--- config.mk ---
export PLATFORM = sky130hd
export DESIGN_NAME = alu_button_sequencer
export DESIGN_NICKNAME = d
export VERILOG_FILES = /design/src/rtl/alu_button_sequencer.sv
export SDC_FILE = /design/constraint.sdc
export NUM_CORES = 1
export LEC_CHECK = 0
export BUFFER_PORTS_ARGS = -buffer_cell sky130_fd_sc_hd__buf_2
export CORE_ASPECT_RATIO = 0.6
export CORE_MARGIN = 2
export CORE_UTILIZATION = 55
export DETAILED_ROUTE_END_ITERATION = 8
export PLACE_DENSITY = 0.75
export SLEW_MARGIN = 40
export SYNTH_ARGS = -nofsm -noshare
export SYNTH_HDL_FRONTEND = slang
export SYNTH_SLANG_ARGS = --single-unit
--- constraint.sdc ---
create_clock -name clock -period 4.6 [get_ports clock]
set_clock_uncertainty 0.15 [all_clocks]
set_input_delay 1.38 -clock clock [delete_from_list [all_inputs] [get_ports clock]]
set_output_delay 1.38 -clock clock [all_outputs]
set_load 0.05 [all_outputs]
--- src/rtl/alu_button_sequencer.sv ---
// Button front end for the ALU board: synchronize and debounce add/sub, latch operand
// addresses, issue one ALU operation per press. Define ALU_SEQ_REPEAT_EN for auto-repeat.
module alu_button_sequencer #(
    parameter int unsigned DEBOUNCE_CYCLES = 250000,
    parameter int unsigned REPEAT_CYCLES   = 25000000
) (
    input  logic       clock,
    input  logic       reset,
    input  logic [3:0] ra_sw,
    input  logic [3:0] rb_sw,
    input  logic       add_button,
    input  logic       sub_button,
    output logic [3:0] ra,
    output logic [3:0] rb,
    output logic [7:0] opcode,
    output logic       regwrt,
    output logic       busy,
    output logic [7:0] op_count
);

    localparam logic [7:0]  OPC_ADD  = 8'h05;
    localparam logic [7:0]  OPC_SUB  = 8'h09;
    localparam logic [7:0]  OPC_IDLE = 8'h00;
    localparam logic [25:0] DB_LAST  = 26'(DEBOUNCE_CYCLES - 1);

    if (DEBOUNCE_CYCLES < 1 || DEBOUNCE_CYCLES > 67108863 ||
        REPEAT_CYCLES < 1 || REPEAT_CYCLES > 67108863) begin : g_bad_param
        $error("alu_button_sequencer: cycle parameters must lie in 1..2^26-1");
    end

    typedef enum logic [1:0] {IDLE, ISSUE, HOLD} state_t;
    typedef enum logic {OP_ADD, OP_SUB} op_sel_t;

    // Bit 0 tracks the add button, bit 1 the sub button; all levels are active-low.
    logic [1:0]  sync1, sync2, db, db_d;
    logic [25:0] db_cnt [2];
    logic [1:0]  press;
    logic        released;

    // NOTE: sequential state is updated with non-blocking assignments only, so every
    // flop samples the pre-edge value of its neighbours regardless of statement order.
    // The two-entry counter array is ordinary control state and is reset like any flop.
    always_ff @(posedge clock or negedge reset) begin
        if (!reset) begin
            sync1 <= 2'b11;
            sync2 <= 2'b11;
            db    <= 2'b11;
            db_d  <= 2'b11;
            for (int i = 0; i < 2; i++) db_cnt[i] <= '0;
        end else begin
            sync1 <= {sub_button, add_button};
            sync2 <= sync1;
            db_d  <= db;
            for (int i = 0; i < 2; i++) begin
                if (sync2[i] == db[i]) begin
                    db_cnt[i] <= '0;
                end else if (db_cnt[i] == DB_LAST) begin
                    db[i]     <= sync2[i];
                    db_cnt[i] <= '0;
                end else begin
                    db_cnt[i] <= db_cnt[i] + 26'd1;
                end
            end
        end
    end

    assign press    = db_d & ~db;
    assign released = &db;

    state_t  state, state_next;
    op_sel_t op_sel, op_sel_next;
    logic    latch_sw;
    logic    count_inc;

`ifdef ALU_SEQ_REPEAT_EN
    localparam logic [25:0] RPT_LAST = 26'(REPEAT_CYCLES - 1);
    logic [25:0] rpt_cnt;
    logic        sel_held;

    assign sel_held = (op_sel == OP_ADD) ? !db[0] : !db[1];

    // Counts only while HOLD persists; any entry into HOLD starts from zero.
    always_ff @(posedge clock or negedge reset) begin
        if (!reset) begin
            rpt_cnt <= '0;
        end else if (state == HOLD && state_next == HOLD) begin
            rpt_cnt <= rpt_cnt + 26'd1;
        end else begin
            rpt_cnt <= '0;
        end
    end
`endif

    // NOTE: every output of this block gets a default first, so no path can infer a latch.
    always_comb begin
        state_next  = state;
        op_sel_next = op_sel;
        latch_sw    = 1'b0;
        count_inc   = 1'b0;
        case (state)
            IDLE: begin
                if (press != 2'b00) begin
                    state_next  = ISSUE;
                    op_sel_next = press[0] ? OP_ADD : OP_SUB;
                    latch_sw    = 1'b1;
                end
            end
            ISSUE: begin
                state_next = HOLD;
                count_inc  = 1'b1;
            end
            HOLD: begin
                if (released) begin
                    state_next = IDLE;
`ifdef ALU_SEQ_REPEAT_EN
                end else if (rpt_cnt == RPT_LAST && sel_held) begin
                    state_next = ISSUE;
                    latch_sw   = 1'b1;
`endif
                end
            end
            default: state_next = IDLE;
        endcase
    end

    // Outputs are decoded from the next state so they change on the same edge as the state.
    always_ff @(posedge clock or negedge reset) begin
        if (!reset) begin
            state    <= IDLE;
            op_sel   <= OP_ADD;
            ra       <= '0;
            rb       <= '0;
            opcode   <= OPC_IDLE;
            regwrt   <= 1'b0;
            busy     <= 1'b0;
            op_count <= '0;
        end else begin
            state    <= state_next;
            op_sel   <= op_sel_next;
            regwrt   <= (state_next == ISSUE);
            busy     <= (state_next != IDLE);
            op_count <= op_count + 8'(count_inc);
            if (state_next == IDLE) begin
                opcode <= OPC_IDLE;
            end else begin
                opcode <= (op_sel_next == OP_ADD) ? OPC_ADD : OPC_SUB;
            end
            if (latch_sw) begin
                ra <= ra_sw;
                rb <= rb_sw;
            end
        end
    end

endmodule

# [Yosys cells after proc, flatten, opt, wreduce, memory -nomap -nowiden]
# Cells that the tools add are included.
[word_totals] output_inout_bits=26 ff_bits=89 in_bits=12
[classes] bitwise=4 add_sub_neg=3 n_eq_ne=7 n_reduce_logical=7 mux=15
[ops] cell="$mux W26" n=4
[ops] cell="$add A26 B1 Y26 const B" n=2
[ops] cell="$eq A26 B18 Y1 const B" n=2
[ops] cell="$add A8 B1 Y8" n=1
[ops] cell="$mux W4" n=2
[ops] cell="$mux W1" n=6
[ops] cell="$pmux W2 S3" n=1
[ops] cell="$reduce_and A2 Y1" n=3
[ops] cell="$eq A2 B1 Y1 const B" n=2
[ops] cell="$logic_not A2 Y1" n=2
[ops] cell="$mux W2" n=2
[ops] cell="$reduce_bool A2 Y1" n=2
[ops] cell="$and A2 B2 Y2" n=1
[ops] cell="$eq A1 B1 Y1" n=2
[ops] cell="$eq A2 B2 Y1 const B" n=1
[ops] cell="$not A1 Y1" n=2
[ops] cell="$not A2 Y2" n=1

# [Longest topological paths before layout]
# Gate-level depths: netlist of run 1.
[depth] depth_word=7 mapped_depth=7 ltp_nobuf=7

# [Worst setup path before layout of run 1]
# Ideal clock, no wire load.
[synth_timing] path_kind="register -> output" startpoint="register opcode[0]" endpoint="output port opcode[0]" t_required_ns=3.070 setup_slack_ns=2.184 arrival_time_ns=0.886 n_path_buf=1 stages_incl_launch_ff=2 cell_sequence="dfrtp_1 -> buf_4"
[synth_lines] item="from (decl)" line_no="15" rtl="output logic [7:0] opcode,"
[synth_lines] item="from (signal assigned)" line_no="146" rtl="opcode <= (op_sel_next == OP_ADD) ? OPC_ADD : OPC_SUB;"
# No word-level cell between the ends.

# [Worst setup path in the final report of run 1]
[layout_timing] startpoint="register op_count[2]" endpoint="output port op_count[2]"
[layout_lines] item="from (decl)" line_no="18" rtl="output logic [7:0] op_count"
[layout_lines] item="from (signal assigned)" line_no="142" rtl="op_count <= op_count + 8'(count_inc);"
# No word-level cell between the ends.

==> results.cfg, run 1 <==
[drt]
drcViolationCount = 0
drtIter0Drc = 256
vias = 2843
dr.pass1.iters = 4
vias_per_cell = 5.77
ant_nets = 0
drt-total-wl_mm = 7.32
avgRoutedWirePerCell_um = 14.9

[cts]
clock_latency_ps = 330
cts.htree.levels = 3
cts_buffers = 9
cts_resized = 0
cts_sinks = 83
post_cts_buffers = 0
root_buffer = clkbuf_16
cts_hold_buffers = 0
clk_pin_slew_worst_paths_ps = 60
clk_path_buf_depth = 2
cts_tree = built

[worst_hold_path]
holdCritStartpoint = sync1[1]
hold_class = reg2reg
holdPathStages = 0
min_to = sync2[1]

[setup_path]
crit_path_start_kind = register
rr_startpoint = db_cnt[26]
path_delay_family = flip-flops
cp_max_fo = 5
cp-end-kind = primary output
worst-path-buf-inv = 1
reg2reg_depth = 5
path_cells = buf_2
arrival_ps = 1030
critPathKind = reg2out
crit_path_top_delay_cell = dfrtp_1
r2r_slack_ps = 2170
required_ps = 3070
critPathMaxStageDelay_ps = 410
r2r-end = db_cnt[50]

[synthesis]
syn_area_mm2 = 0.00385
synth_seq_area_share = 0.542
ys_types = 35
yosysWarnings = 0
syn_inst = 367
synth_seq_cells = 83
syn_area_per_cell_um2 = 10.5

[timing]
fin_crit_sh = 0.556
maxSlewViolCount = 0
fmax_ghz = 0.391
maxSlewHeadroom = 0.517
rsz0062_at_grt = no
worst_slack_ps = 2040
hold_viol = 0
tightest_slew_ps = 724
tns_ps = 0
setup-violations-final = 0
post-route-min-period_ps = 2560

[floorplanning]
rows = 23
die_area_mm2 = 0.00770
start_util = 0.572
fp.dieH_um = 68.8
core_area_mm2 = 0.00673
io_pins = 38
die_w_um = 112

[grt]
grt_pass1_vias = 2483
grt_overflow = 0
grt_usage = 0.203
antenna_found_initial = 0
grt_pass1_wl_mm = 12.1
grt_max_degree = 84

[placement]
gp_congestion = 0.828
io_buffer_count = 32
place_ws_ps = 2190
dp_hpwl_mm = 4.92

[pwr]
switching_share = 0.215
pwr-share-comb = 0.042
power_frac_seq = 0.477
p_leak_nw = 1.95
clkPwrFrac = 0.481
ir_drop_uv = 289
power_switching_w = 0.000338
p_int_w = 0.00123
power_density_mw_per_mm2 = 356

[run_status]
outcome = finished, final reports clean

[cells_and_area]
antennaDiodeCount = 0
nNetsFinal = 417
area_growth_pct = 14.6
final_layout_size_suffix_gt1_frac = 0.180
fill_cells = 515

[flow_run]
drv_cap = 0
[state kept, by name (all words and copies together) (netlist names), 3 cells and up]
signal	cells
rb	4
op_count	8
db_cnt	52
opcode	3
ra	4
[cell usage after synthesis]
cell type,n,area (um2)
a21oi_2,1,8.76
and4_1,10,87.6
nand4_1,14,87.6
mux2_2,10,113
inv_1,12,45.0
and3_1,5,31.3
xor2_1,18,158
o21ai_1,1,5.00
nor4_1,6,37.5
or4_1,15,113
conb_1,1,3.75
xnor2_1,15,131
buf_2,2,10.0
nand4_4,1,21.3
or4_4,1,11.3
ha_1,4,50.1
dfstp_2,8,210
nor2_1,40,150
nor4bb_1,1,10.0
o22ai_1,1,6.26
nor2b_1,4,25.0
or3_1,10,62.6
buf_4,6,45.0
a21oi_1,25,125
and2_1,1,6.26
nor4b_1,1,8.76
o21ai_0,11,55.1
dfrtp_1,75,1880
nand2_1,19,71.3
nor3_1,4,20.0
nand3_1,23,115
clkbuf_1,7,26.3
a21o_1,1,7.51
o41ai_2,1,16.3
o31ai_1,13,97.6
[cell usage in the layout (no fill, tap or decap), drive strengths merged, types with 3 or more instances in the layout]
master,netlist,layout
dfrtp,75,75
nor2,40,40
buf,8,34
a21oi,26,26
nand3,23,23
nand2,19,19
xor2,18,18
or4,16,16
xnor2,15,15
nand4,15,15
inv,12,13
o31ai,13,13
o21ai,12,12
and4,10,10
or3,10,10
mux2,10,10
clkbuf,7,10
dfstp,8,8
nor4,6,6
and3,5,5
conb,1,5
nor2b,4,4
nor3,4,4
ha,4,4
clkinv,0,3
[metal layers]
metal | share of wire | GRT usage | vias up
met1 | 0.52 | 0.308 | 1353
met5 | 0 | 0 | -
met2 | 0.40 | 0.277 | 94
li1 | - | - | 1391
met4 | 0.0071 | 0.0457 | 0
met3 | 0.070 | 0.0726 | 5
[worst reg2reg max path, delay by kind of cell (launching register included)]
family,cells,cell delay [ps]
fa+ha+maj,1,270
flops,1,400
simple gates,3,1400
compound gates,1,130
[layout make-up]
class / count / area (um2) / area share
clock buffer: 10 / 229 / 0.0519
clock inverter: 6 / 87.6 / 0.0199
multi-input combinational: 261 / 1670 / 0.379
inverter: 12 / 45.0 / 0.0102
sequential: 83 / 2090 / 0.473
tap: 87 / 109 / 0.0247
timing repair buffer: 34 / 181 / 0.0411
[worst max-delay path by stage]
| stage | startpoint | end | slack, ps | depth (start not counted) |
|---|---|---|---|---|
| 2_1_floorplan | opcode[0] | opcode[0] | 2180 | 1 |
| 3_3_place_gp | reset | db_cnt[18] | 2180 | 1 |
| 3_5_place_dp | db_cnt[26] | db_cnt[50] | 2190 | 5 |
| 4_1_cts | op_count[2] | op_count[2] | 2030 | 1 |
| 5_1_grt | db_cnt[31] | db_cnt[49] | 1980 | 5 |
| 6_report | op_count[2] | op_count[2] | 2040 | 1 |
[power by group through the flow]
stage | logic, W | registers, W | clock network [W]
finish | 0.0000660 | 0.000749 | 0.000755
global route | 0.0000738 | 0.000750 | 0.000800
CTS | 0.0000673 | 0.000749 | 0.000767
detailed placement | 0.0000670 | 0.000762 | 0
global placement | 0.0000665 | 0.000761 | 0
floorplan | 0.0000292 | 0.000774 | 0
[kinds of logic (layout without fill, tap and decap cells)]
group           count (synthesis)  in the layout  share of synthesized area
compound gates                 54             54                     0.0836
xor+xnor                       33             33                     0.0751
fa+ha+maj                       4              4                     0.0130
buf+inv                        27             62                     0.0328
flops                          83             83                      0.542
mux                            10             10                     0.0293
other cells                     1              5                   0.000974
simple gates                  155            155                      0.223
[through the flow]
stage               instances   util  total power [W]  instance area [um2]  hold slack [ps]
CTS                       493  0.654          0.00158                 4410              206
global route              493  0.655          0.00162                 4410              208
finish                    493  0.655          0.00157                 4410              205
detailed placement        477  0.607         0.000829                 4090              197
floorplan                 371      -         0.000803                 3860              195
global placement          477  0.607         0.000828                 4090              196
Note: power is estimated with default switching activity, not from simulation.
==> run 2: changes to the inputs <==
==> constraint.sdc (replaced) <==
create_clock -name clock -period 2.56 [get_ports clock]
set_clock_uncertainty 0.15 [all_clocks]
set_input_delay 0.768 -clock clock [delete_from_list [all_inputs] [get_ports clock]]
set_output_delay 0.768 -clock clock [all_outputs]
set_load 0.05 [all_outputs]
==> results.cfg, run 2 (synthesis results as in run 1) <==
[cells_and_area]
final_layout_size_suffix_gt1_frac = 0.194
antennaDiodeCount = 0
reg_top3 = db_cnt (52), op_count (8)
final_cell_mix = dfrtp_1, nor2_1, buf_2, a21oi_1, nand3_1
nNetsFinal = 424
largest-register = db_cnt
largest_reg_flops = 52
final_common_cell = dfrtp_1
finalNonFillerCells = 500
area_growth_pct = 15.9

[drt]
ant_nets = 0
dr.pass1.iters = 5
vias_per_cell = 5.79
drcViolationCount = 0
drt-total-wl_mm = 7.72
drtIter0Drc = 228
vias = 2896
avgRoutedWirePerCell_um = 15.4

[cts]
cts_sinks = 83
clock_latency_ps = 340
post_cts_buffers = 0
cts_hold_buffers = 0
root_buffer = clkbuf_16
clk_path_buf_depth = 2
clk_pin_slew_worst_paths_ps = 60
cts_buffers = 9
cts.htree.levels = 3
cts_tree = built
cts_resized = 0

[grt]
grt_overflow = 0
antenna_found_initial = 0
grt_pass1_vias = 2728
grt_pass1_wl_mm = 13.1
grt_max_degree = 33
grt_usage = 0.220

[setup_path]
critPathKind = reg2reg
cp-end-kind = register
cp_max_fo = 11
crit_path_start_kind = register
arrival_ps = 2500
required_ps = 2670

[pwr]
p_leak_nw = 1.97
ir_drop_uv = 485
power_density_mw_per_mm2 = 629

[timing]
rsz0062_at_grt = no
maxSlewHeadroom = 0.651
fmax_ghz = 0.419
hold_viol = 0
tns_ps = 0
fin_crit_sh = 0.932
post-route-min-period_ps = 2390
tightest_slew_ps = 522
setup-violations-final = 0
maxSlewViolCount = 0

[floorplanning]
die_w_um = 112
io_pins = 38
fp.dieH_um = 68.8
die_area_mm2 = 0.00770
core_area_mm2 = 0.00673
start_util = 0.572
rows = 23

[placement]
dp_hpwl_mm = 5.33
gp_congestion = 0.918
dpl.cell_count = 484
io_buffer_count = 32

[flow_run]
drv_cap = 0

[run_status]
outcome = finished, final reports clean

[worst_hold_path]
hold_class = in2async
## run 2: path summary, 6_finish.rpt
check	cells past startpoint	from	endpoint	slack [ps]
worst max-delay path	4	db_cnt[30]	db_cnt[51]	170
worst min-delay path	1	reset	ra[0]	210
worst max register to register	4	db_cnt[30]	db_cnt[51]	170
worst min register to register	0	sync1[0]	sync2[0]	210
max in group asynchronous	2	reset	sync2[1]	1470
min in group clock	0	sync1[0]	sync2[0]	210
## run 2: routing by layer
metal | global-route usage | vias to the layer above | routed length (um)
met5 | 0 | - | 0
met2 | 0.324 | 95 | 3260
met3 | 0.0734 | 9 | 500
met4 | 0.0686 | 0 | 72
met1 | 0.311 | 1393 | 3880
li1 | - | 1399 | -
## run 2: critical path: stages, from the launching register on
cell and delay, ps:
dfrtp_1 460, nand4_1 210, or4_1 760, or4_1 550
a21oi_1 170
## run 2: power breakdown
part | leakage [nW] | switching [W] | internal, W
registers | 1.11 | 0.0000136 | 0.00133
clock network | 0.143 | 0.000542 | 0.000792
logic | 0.720 | 0.0000935 | 0.0000332
total | 1.97 | 0.000649 | 0.00216
## run 2: final cells by class
| type | count | area, um2 |
|---|---|---|
| Multi-Input combinational cell | 261 | 1670 |
| Clock buffer | 10 | 239 |
| Timing Repair Buffer | 41 | 243 |
| Tap cell | 87 | 109 |
| Clock inverter | 6 | 72.6 |
| Fill cell | 549 | 2270 |
| Inverter | 12 | 45.0 |
| Sequential cell | 83 | 2090 |
## run 2: stage by stage
step           hold slack, ps   util  area, um2  worst slack, ps  power (W)
2_1_floorplan             195      -       3860              269    0.00144
3_3_place_gp              209  0.616       4150              276    0.00149
3_5_place_dp              212  0.616       4150              194    0.00150
4_1_cts                   212  0.663       4460              185    0.00284
5_1_grt                   214  0.663       4460             68.4    0.00291
6_report                  210  0.663       4460              173    0.00281
==> run 3: changes to the inputs <==
--- a/config.mk
+++ b/config.mk
@@ -10,7 +10,7 @@
 export CORE_MARGIN = 2
 export CORE_UTILIZATION = 55
 export DETAILED_ROUTE_END_ITERATION = 8
-export PLACE_DENSITY = 0.75
+export PLACE_DENSITY = 0.81
 export SLEW_MARGIN = 40
 export SYNTH_ARGS = -nofsm -noshare
 export SYNTH_HDL_FRONTEND = slang
==> results.cfg, run 3 (synthesis results as in run 1) <==
[drt]
drtIter0Drc = 222
drt-total-wl_mm = 7.41
drcViolationCount = 0
vias_per_cell = 5.90
avgRoutedWirePerCell_um = 14.9
vias = 2936
dr.pass1.iters = 4
ant_nets = 0

[grt]
grt_overflow = 0
antenna_found_initial = 0
grt_pass1_wl_mm = 12.2
grt_pass1_vias = 2618
grt_usage = 0.202
grt_max_degree = 45

[timing]
maxSlewHeadroom = 0.637
fmax_ghz = 0.427
maxSlewViolCount = 0
post-route-min-period_ps = 2340
tightest_slew_ps = 545
hold_viol = 0
fin_crit_sh = 0.916
fin_hold_ws_ps = 204
tns_ps = 0
rsz0062_at_grt = no
setup-violations-final = 0

[floorplanning]
start_util = 0.572
fp.dieH_um = 68.8
die_area_mm2 = 0.00770
core_area_mm2 = 0.00673
rows = 23
die_w_um = 112
io_pins = 38

[pwr]
power_frac_seq = 0.493
p_int_w = 0.00214
pwr-share-comb = 0.045
power_switching_w = 0.000588
switching_share = 0.215
ir_drop_uv = 344
clkPwrFrac = 0.462
power.total_w = 0.00273
p_leak_nw = 1.96
power_density_mw_per_mm2 = 617

[cells_and_area]
reg_top3 = db_cnt (52), op_count (8)
nNetsFinal = 422
final_common_cell = dfrtp_1
multi_input_area_mm2 = 0.00167
largest_reg_flops = 52
final_cell_mix = dfrtp_1, nor2_1, buf_2, a21oi_1, nand3_1
regArea_mm2 = 0.00209
fill_cells = 496
area_growth_pct = 15.1
antennaDiodeCount = 0
final_layout_size_suffix_gt1_frac = 0.185
final_area_mm2 = 0.00443
largest-register = db_cnt
finalNonFillerCells = 498

[setup_path]
crit_path_start_kind = register
arrival_ps = 2450
cp-end-kind = register
reg2reg_depth = 6
cp_max_fo = 6
critPathKind = reg2reg
required_ps = 2670

[flow_run]
drv_cap = 0

[placement]
gp_congestion = 0.828
dpl-instance-area_mm2 = 0.00414
dp_hpwl_mm = 4.99
dpl.cell_count = 482
io_buffer_count = 32

[worst_hold_path]
hold_class = reg2reg
holdPathStages = 0

[cts]
clk_path_buf_depth = 2
cts_hold_buffers = 0
cts_sinks = 83
clk_pin_slew_worst_paths_ps = 60
root_buffer = clkbuf_16
clock_latency_ps = 330
post_cts_buffers = 0
cts.htree.levels = 3
cts_tree = built
cts_buffers = 9
cts_resized = 0

[run_status]
outcome = finished, final reports clean
[run 3: cell types whose count changed in the layout (fill, tap and decap cells not counted), sizes merged]
cell | previous run | this run
buf | 41 | 39
clkbuf | 10 | 12
inv | 14 | 12
clkinv | 0 | 1
clkinvlp | 3 | 2
[run 3: stage by stage]
stage,util,setup WS [ps]
6_report,0.658,216
5_1_grt,0.658,98.1
4_1_cts,0.658,213
3_5_place_dp,0.614,227
3_3_place_gp,0.614,290
2_1_floorplan,-,269
[run 3: worst paths after layout]
check | end | slack, ps | from
setup / recovery | db_cnt[46] | 220 | db_cnt[26]
hold / removal | sync2[0] | 200 | sync1[0]
setup reg to reg | db_cnt[46] | 220 | db_cnt[26]
hold reg to reg | sync2[0] | 200 | sync1[0]
max in group asynchronous | sync2[0] | 1390 | reset
min in group asynchronous | rb[0] | 270 | reset
[run 3: critical path, cell delays in order (launching register included)]
cell     delay (ps)
dfrtp_1         400
ha_1            270
nand4_4         120
buf_4           180
or4_1           620
or3_1           380
a21oi_1         140
[run 3: routing by layer]
metal / global-route usage / up-vias / wire (um)
met4: 0.0747 / 0 / 86
met5: 0 / - / 0
met2: 0.311 / 92 / 3220
met1: 0.284 / 1444 / 3670
met3: 0.0507 / 9 / 438
li1: - / 1391 / -
[run 3: cell type report]
class,instances,share of cell area
clock inverter,4,0.0113
timing repair buffer,39,0.0514
tap,87,0.0246
clock buffer,12,0.0556
multi-input combinational,261,0.376
inverter,12,0.0102
sequential,83,0.471
[run 3: power groups by stage]
stage               Clock [W]  Sequential [W]  Combinational, W
floorplan                   0         0.00139         0.0000525
global placement            0         0.00137          0.000125
detailed placement          0         0.00137          0.000127
CTS                   0.00128         0.00135          0.000127
global route          0.00134         0.00135          0.000138
finish                0.00126         0.00135          0.000124
